### config.mk
export PLATFORM = sky130hd
export DESIGN_NAME = nbit_serializer
export DESIGN_NICKNAME = d
export VERILOG_FILES = /design/src/rtl/nbit_serializer.sv
export SDC_FILE = /design/constraint.sdc
export NUM_CORES = 1
export LEC_CHECK = 0
export BUFFER_PORTS_ARGS = -buffer_cell sky130_fd_sc_hd__buf_2
export CAP_MARGIN = 25
export CORE_MARGIN = 5
export CORE_UTILIZATION = 32
export CTS_CLUSTER_DIAMETER = 200
export DETAILED_ROUTE_END_ITERATION = 10
export SETUP_SLACK_MARGIN = 0.4
export SYNTH_ARGS = -nofsm -noshare
export SYNTH_HDL_FRONTEND = slang
export SYNTH_SLANG_ARGS = --single-unit
### constraint.sdc
create_clock -name clk -period 1.7 [get_ports clk]
set_input_delay 0.255 -clock clk [delete_from_list [all_inputs] [get_ports clk]]
set_output_delay 0.255 -clock clk [all_outputs]
set_load 0.02 [all_outputs]
### src/rtl/nbit_serializer.sv
// Parallel-to-serial converter: captures an N-bit word and sends it LSB first with a frame_done pulse.
// Optional even-parity trailer bit is enabled by defining NBIT_SERIALIZER_PARITY_EN.
module nbit_serializer #(
    parameter int N = 32
) (
    input  logic         clk,
    input  logic         rst,
    input  logic [N-1:0] in0,
    input  logic         load_valid,
    output logic         load_ready,
    output logic         out0,
    output logic         ser_valid,
    output logic         frame_done,
    output logic         busy
);

    localparam int CW = $clog2(N + 1);
    localparam logic [CW-1:0] LAST = CW'(N - 1);

`ifdef NBIT_SERIALIZER_PARITY_EN
    typedef enum logic [1:0] {IDLE = 2'd0, SHIFT = 2'd1, PARITY = 2'd2, DONE = 2'd3} state_t;
`else
    typedef enum logic [1:0] {IDLE = 2'd0, SHIFT = 2'd1, DONE = 2'd3} state_t;
`endif

    state_t         state;
    logic [N-1:0]   sreg;
    logic [CW-1:0]  cnt;

`ifdef NBIT_SERIALIZER_PARITY_EN
    logic par;

    function automatic logic even_parity(input logic [N-1:0] w);
        return ^w;
    endfunction
`endif

    // Outputs are registered and updated together with the state so they never glitch.
    always_ff @(posedge clk or posedge rst) begin
        if (rst) begin
            state      <= IDLE;
            sreg       <= '0;
            cnt        <= '0;
            out0       <= 1'b0;
            ser_valid  <= 1'b0;
            frame_done <= 1'b0;
            busy       <= 1'b0;
            load_ready <= 1'b1;
`ifdef NBIT_SERIALIZER_PARITY_EN
            par        <= 1'b0;
`endif
        end else begin
            case (state)
                IDLE: begin
                    if (load_valid && load_ready) begin
                        sreg       <= in0;
                        cnt        <= '0;
                        out0       <= in0[0];
                        ser_valid  <= 1'b1;
                        busy       <= 1'b1;
                        load_ready <= 1'b0;
`ifdef NBIT_SERIALIZER_PARITY_EN
                        par        <= even_parity(in0);
`endif
                        state      <= SHIFT;
                    end
                end
                SHIFT: begin
                    sreg <= sreg >> 1;
                    cnt  <= cnt + CW'(1);
                    if (cnt == LAST) begin
`ifdef NBIT_SERIALIZER_PARITY_EN
                        out0       <= par;
                        state      <= PARITY;
`else
                        out0       <= 1'b0;
                        ser_valid  <= 1'b0;
                        frame_done <= 1'b1;
                        state      <= DONE;
`endif
                    end else begin
                        // Next bit to present is the one that lands in bit 0 after this shift.
                        out0 <= sreg[1];
                    end
                end
`ifdef NBIT_SERIALIZER_PARITY_EN
                PARITY: begin
                    out0       <= 1'b0;
                    ser_valid  <= 1'b0;
                    frame_done <= 1'b1;
                    state      <= DONE;
                end
`endif
                DONE: begin
                    frame_done <= 1'b0;
                    busy       <= 1'b0;
                    load_ready <= 1'b1;
                    state      <= IDLE;
                end
                default: begin
                    out0       <= 1'b0;
                    ser_valid  <= 1'b0;
                    frame_done <= 1'b0;
                    busy       <= 1'b0;
                    load_ready <= 1'b1;
                    state      <= IDLE;
                end
            endcase
        end
    end

endmodule

* Word-level counts from Yosys, hierarchy flattened
Index checks and enable logic that the tools add are counted.
Word-level totals: register bits 45, bits of input ports 35, output and inout port bits 5, logic and storage cells 44
Cells by class: add/subtract/negate cells 1, equality and inequality tests 5, multiplexer cells 18, bitwise logic cells 3, reductions and logical operators 9
Operator list (count):
- $pmux W32 S2 | 1
- $mux W32 | 1
- $pmux W6 S2 | 1
- $reduce_and A2 Y1 | 5
- $add A6 B1 Y6 const B | 1
- $eq A6 B5 Y1 const B | 1
- $mux W1 | 6
- $mux W6 | 1
- $pmux W1 S2 | 3
- $pmux W1 S3 | 2
- $mux W2 | 2
- $ne A2 B2 Y1 const B | 2
- $pmux W2 S2 | 1
- $not A1 Y1 | 3
- $reduce_and A3 Y1 | 1
- $eq A2 B1 Y1 const B | 1
- $eq A2 B2 Y1 const B | 1
- $logic_not A2 Y1 | 1
- $reduce_bool A2 Y1 | 1
- $logic_and A1 B1 Y1 | 1

* Logic depth before layout (Yosys ltp)
word-level depth 3, gate-level depth with buffers 6, mapped depth without buffers 4

* Worst setup path before layout
OpenSTA, ideal clock, no wires.
kind register to register, start point register load_ready, end point register cnt[5], library setup time 0.077 ns, arrival time 1.375 ns, data required time 1.623 ns, path slack 0.248 ns, stages on the path, launching flop included 4, buffers on the path 0, clock period less this slack 1.452 ns, cells stage by stage dfstp_2 > a21oi_2 > or4_1 > a21oi_1
On the way: longest elaborated chain between the ends 3
RTL lines:
- start, declared | RTL line 10 | output logic load_ready,
- start signal, assigned | RTL line 48 | load_ready <= 1'b1;
- start signal, assigned | RTL line 61 | load_ready <= 1'b0;
- start signal, assigned | RTL line 97 | load_ready <= 1'b1;
- $logic_and A1 B1 Y1 | RTL line 55 | if (load_valid && load_ready) begin
- $ne A2 B2 Y1 (no source line)
- $reduce_and A2 Y1 (no source line)
- end signal, assigned | RTL line 70 | cnt <= cnt + CW'(1);
- end, declared | RTL line 28 | logic [CW-1:0] cnt;
No other way between the ends. A chain may end at the register's enable or synchronous reset.

* Worst setup path after layout
start point register state[1], end point register cnt[5]
On the way: longest elaborated chain between the ends 3, elaborated cells on any way between the ends 6, classes of those cells 2 x eq/ne; 1 x mux; 3 x reduce/logical
RTL lines:
- start, declared | RTL line 26 | state_t state;
- start signal, assigned | RTL line 41 | state <= IDLE;
- start signal, assigned | RTL line 65 | state <= SHIFT;
- start signal, assigned | RTL line 79 | state <= DONE;
- $eq A2 B1 Y1 or $logic_not A2 Y1 (tied branches) | RTL line 53 | case (state)
- $reduce_bool A2 Y1 (no source line) or $ne A2 B2 Y1 (tied branches)
- $reduce_and A2 Y1 (no source line)
Parallel ways exist; a longest one is shown, timed or not.

==> results_dict.tcl <==
set metrics [dict create \
    tritoncts "done" \
    detailroute.via_count 1766 \
    grt_max_degree 31 \
    worstHoldPathType "in -> reg" \
    timing.rr.start "state[1]" \
    hold-worst-slack_ps 183 \
    grt_overflow 0 \
    cp-startpoint "state[1]" \
    worst_pin_slew_ps 611 \
    clock_latency_ps 300 \
    maxCapViolations 0 \
    startpoint_type_of_the_worst_setup_path "flip-flop" \
    status "finished, final reports clean" \
    ys_warn_count 0 \
    synthDominantCellAreaShare_pct 51.3 \
    stdcell_area_um2 3080 \
    vias_per_cell 5.26 \
    routed_wirelength_mm 5.77 \
    postSynth.asyncResetShare_pct 100 \
    post-route-min-period_ps 1450 \
    core_region_area_um2 6350 \
    wl_per_cell_um 17.2 \
    post-route-drc-count 0 \
    synthSimpleGateAreaFrac_pct 6.50 \
    synth_adder_area_share_pct 0.596 \
    die_width_um 91 \
    avgSynthCellArea_um2 10.7 \
    synthToLayoutAreaGrowth_pct 46.8 \
    fmax_mhz 690 \
    sum_neg_setup_slack_ps 0 \
    synth.lib_cells_used.distinct 32 \
    synth-edff-count 0 \
    rsz0062_at_grt "true" \
    power.switching_w 0.00200 \
    critPathArrivalTime_ps 1630 \
    gpl.final_weighted_congestion 0.766 \
    drt-initial-drc-count 55 \
    buffer_ports.inserted 39 \
    grt_antenna_before_repair 0 \
    remaining_antenna_violation_count 0 \
    setup_viol_count_final 0 \
    cts-buffers-inserted 5 \
    hpwl_mm 3.25 \
    worst_setup_path_end_kind "flip-flop" \
    htree_num_levels 2 \
    cp.required_ps 1880 \
    first_pass_grt_wire_length_mm 8.87 \
    synth.yosys.seq_area_share_pct 52.5 \
    clock_pin_slew_reported_for_the_worst_setup_and_hold_paths_after_clock_tree_synthesis_ps 80 \
    final_net_count 294 \
    power_leakage_nw 1.36 \
    synth_area_um2 2100 \
    synth_top_area_cell "dfrtp_1" \
    final-hold-violation-count 0 \
    die-height_um 91 \
    powerDensity_nw_per_um2 1780 \
    synth-seq-cells 44 \
    first_global_vias 1810 \
    type_of_the_worst_setup_path "reg -> reg" \
    clock-root-buffer "clkbuf_8" \
    num_rows 29 \
    most_used_flip_flop_cell_after_synthesis "dfrtp_1" \
    switching_share_pct 36.4 \
    comb_power_share_pct 52.5 \
    num_antenna_cells 0 \
    floorplan.initialDensity_pct 33.1 \
    max-vdd-ir-drop_uv 1190 \
    syn_inst 197 \
    dieArea_um2 8280 \
    min-delay-start "in0[31]" \
    clock_path_buffers 2 \
    grt_usage_pct 13.1 \
    path_max_fanout 5 \
    pin_count 40 \
    combinational_family_with_the_most_area_after_synthesis "compound AO/OA/AOI/OAI gates" \
    tritoncts_num_sinks 44 \
    period_share_pct 85.3 \
    detailed_place.area_um2 2400 \
    slew-limit-headroom_pct 59.0 \
    post_route_cells_drive_above_1_share_pct 53.7 \
    post_synth_xor_area_fraction_pct 0 \
    internal-power_w 0.00350 \
    synthMuxAreaShare_pct 14.8 \
    fin_skew_ps 5.09 \
    yosys-top-cells-area "dfrtp_1 (51%), mux2i_1 (15%), o21ai_0 (7.9%)" \
    power.share.clock_pct 14.6 \
    synth_compound_area_share_pct 19.8 \
    detailedRoute.firstPassIterationCount 7 \
    synthesis.nets 233 \
    sequential_power_share_pct 32.9 \
    slew_viol_final 0 \
]
sequential cells by signal, summed over array words and instances, names as in the netlist:
register and flops:
ser_valid 1, busy 1, sreg 31, out0 1
state 2, load_ready 1, cnt 6, frame_done 1
metrics by stage:
stage          utilization [%]  power (W)  setup WS [ps]  cells
2_1_floorplan                -    0.00306            282    197
3_3_place_gp              37.9    0.00341            218    308
3_5_place_dp              37.9    0.00344            173    308
4_1_cts                   44.3    0.00486            326    330
5_1_grt                   48.5    0.00584            186    336
6_report                  48.5    0.00550            250    336
layer usage:
layer  wire length, µm  GRT usage, %
met4                52          2.57
met3               202          3.55
met5                 0             0
met1              2670          17.9
met2              2850          21.1
path summary, 6_finish.rpt:
| path | endpoint | slack, ps | cells past startpoint |
|---|---|---|---|
| hold reg to reg | busy | 490 | 1 |
| hold / removal | sreg[31] | 180 | 2 |
| max in group asynchronous | load_ready | 610 | 4 |
| min in group asynchronous | sreg[8] | 510 | 3 |
| setup / recovery | cnt[5] | 250 | 4 |
| setup reg to reg | cnt[5] | 250 | 4 |
synth_stat cells (2+ instances only):
| cell type | n |
|---|---|
| a22o_1 | 2 |
| or4_1 | 2 |
| buf_4 | 5 |
| a21o_1 | 2 |
| and3_2 | 2 |
| a21oi_1 | 4 |
| nand2_1 | 2 |
| dfrtp_1 | 43 |
| nor2_1 | 4 |
| inv_1 | 5 |
| clkbuf_1 | 7 |
| o21ai_1 | 30 |
| nor3_1 | 3 |
| nand2b_1 | 2 |
| mux2i_1 | 31 |
| buf_6 | 3 |
| o21ai_0 | 33 |
| nand3_1 | 3 |
cell type report:
class                      count  area, µm²
clock inverter                 2       35.0
tap                           77       96.3
clock buffer                   6       72.6
fill                         569       3270
multi-input combinational    133       1140
sequential                    44       1100
inverter                       5       18.8
timing repair buffer          69        617
critical path, stage by stage (launching register included):
cell and delay [ps]:
dfrtp_2 440, nand4b_1 250, buf_4 180, o31ai_1 350, a21oi_2 110
logic make-up (layout without fill, tap and decap cells):
logic type | Yosys count | count (layout)
mux | 31 | 31
compound gates | 77 | 77
flops | 44 | 44
fa+ha+maj | 1 | 1
simple gates | 23 | 24
buf+inv | 21 | 82
power by group through the flow:
stage,clock (W),sequential [W],combinational [W]
finish,0.000802,0.00181,0.00289
global route,0.000873,0.00185,0.00312
CTS,0.000814,0.00176,0.00228
detailed placement,0,0.00177,0.00167
global placement,0,0.00176,0.00165
floorplan,0,0.00175,0.00131
what timing repair did:
item	in CTS	in global routing
cloned	3	2
hold endpoints to repair	14	0
resized for setup	56	60
endpoints found under the setup margin	40	38
pin swaps	3	4
hold buffers	1	0
buffers inserted	10	4
cell usage in the layout (no fill, tap or decap), types with 4 or more instances in the layout:
master and instances:
mux2i_2 5, buf_4 11, buf_12 6, o21ai_1 15
nor2_1 4, dfrtp_1 42, inv_1 4, buf_2 38
o21ai_0 7, clkbuf_8 5, buf_6 7, mux2i_1 24
o21ai_2 40
No activity file was read; power rests on OpenSTA's default activity.
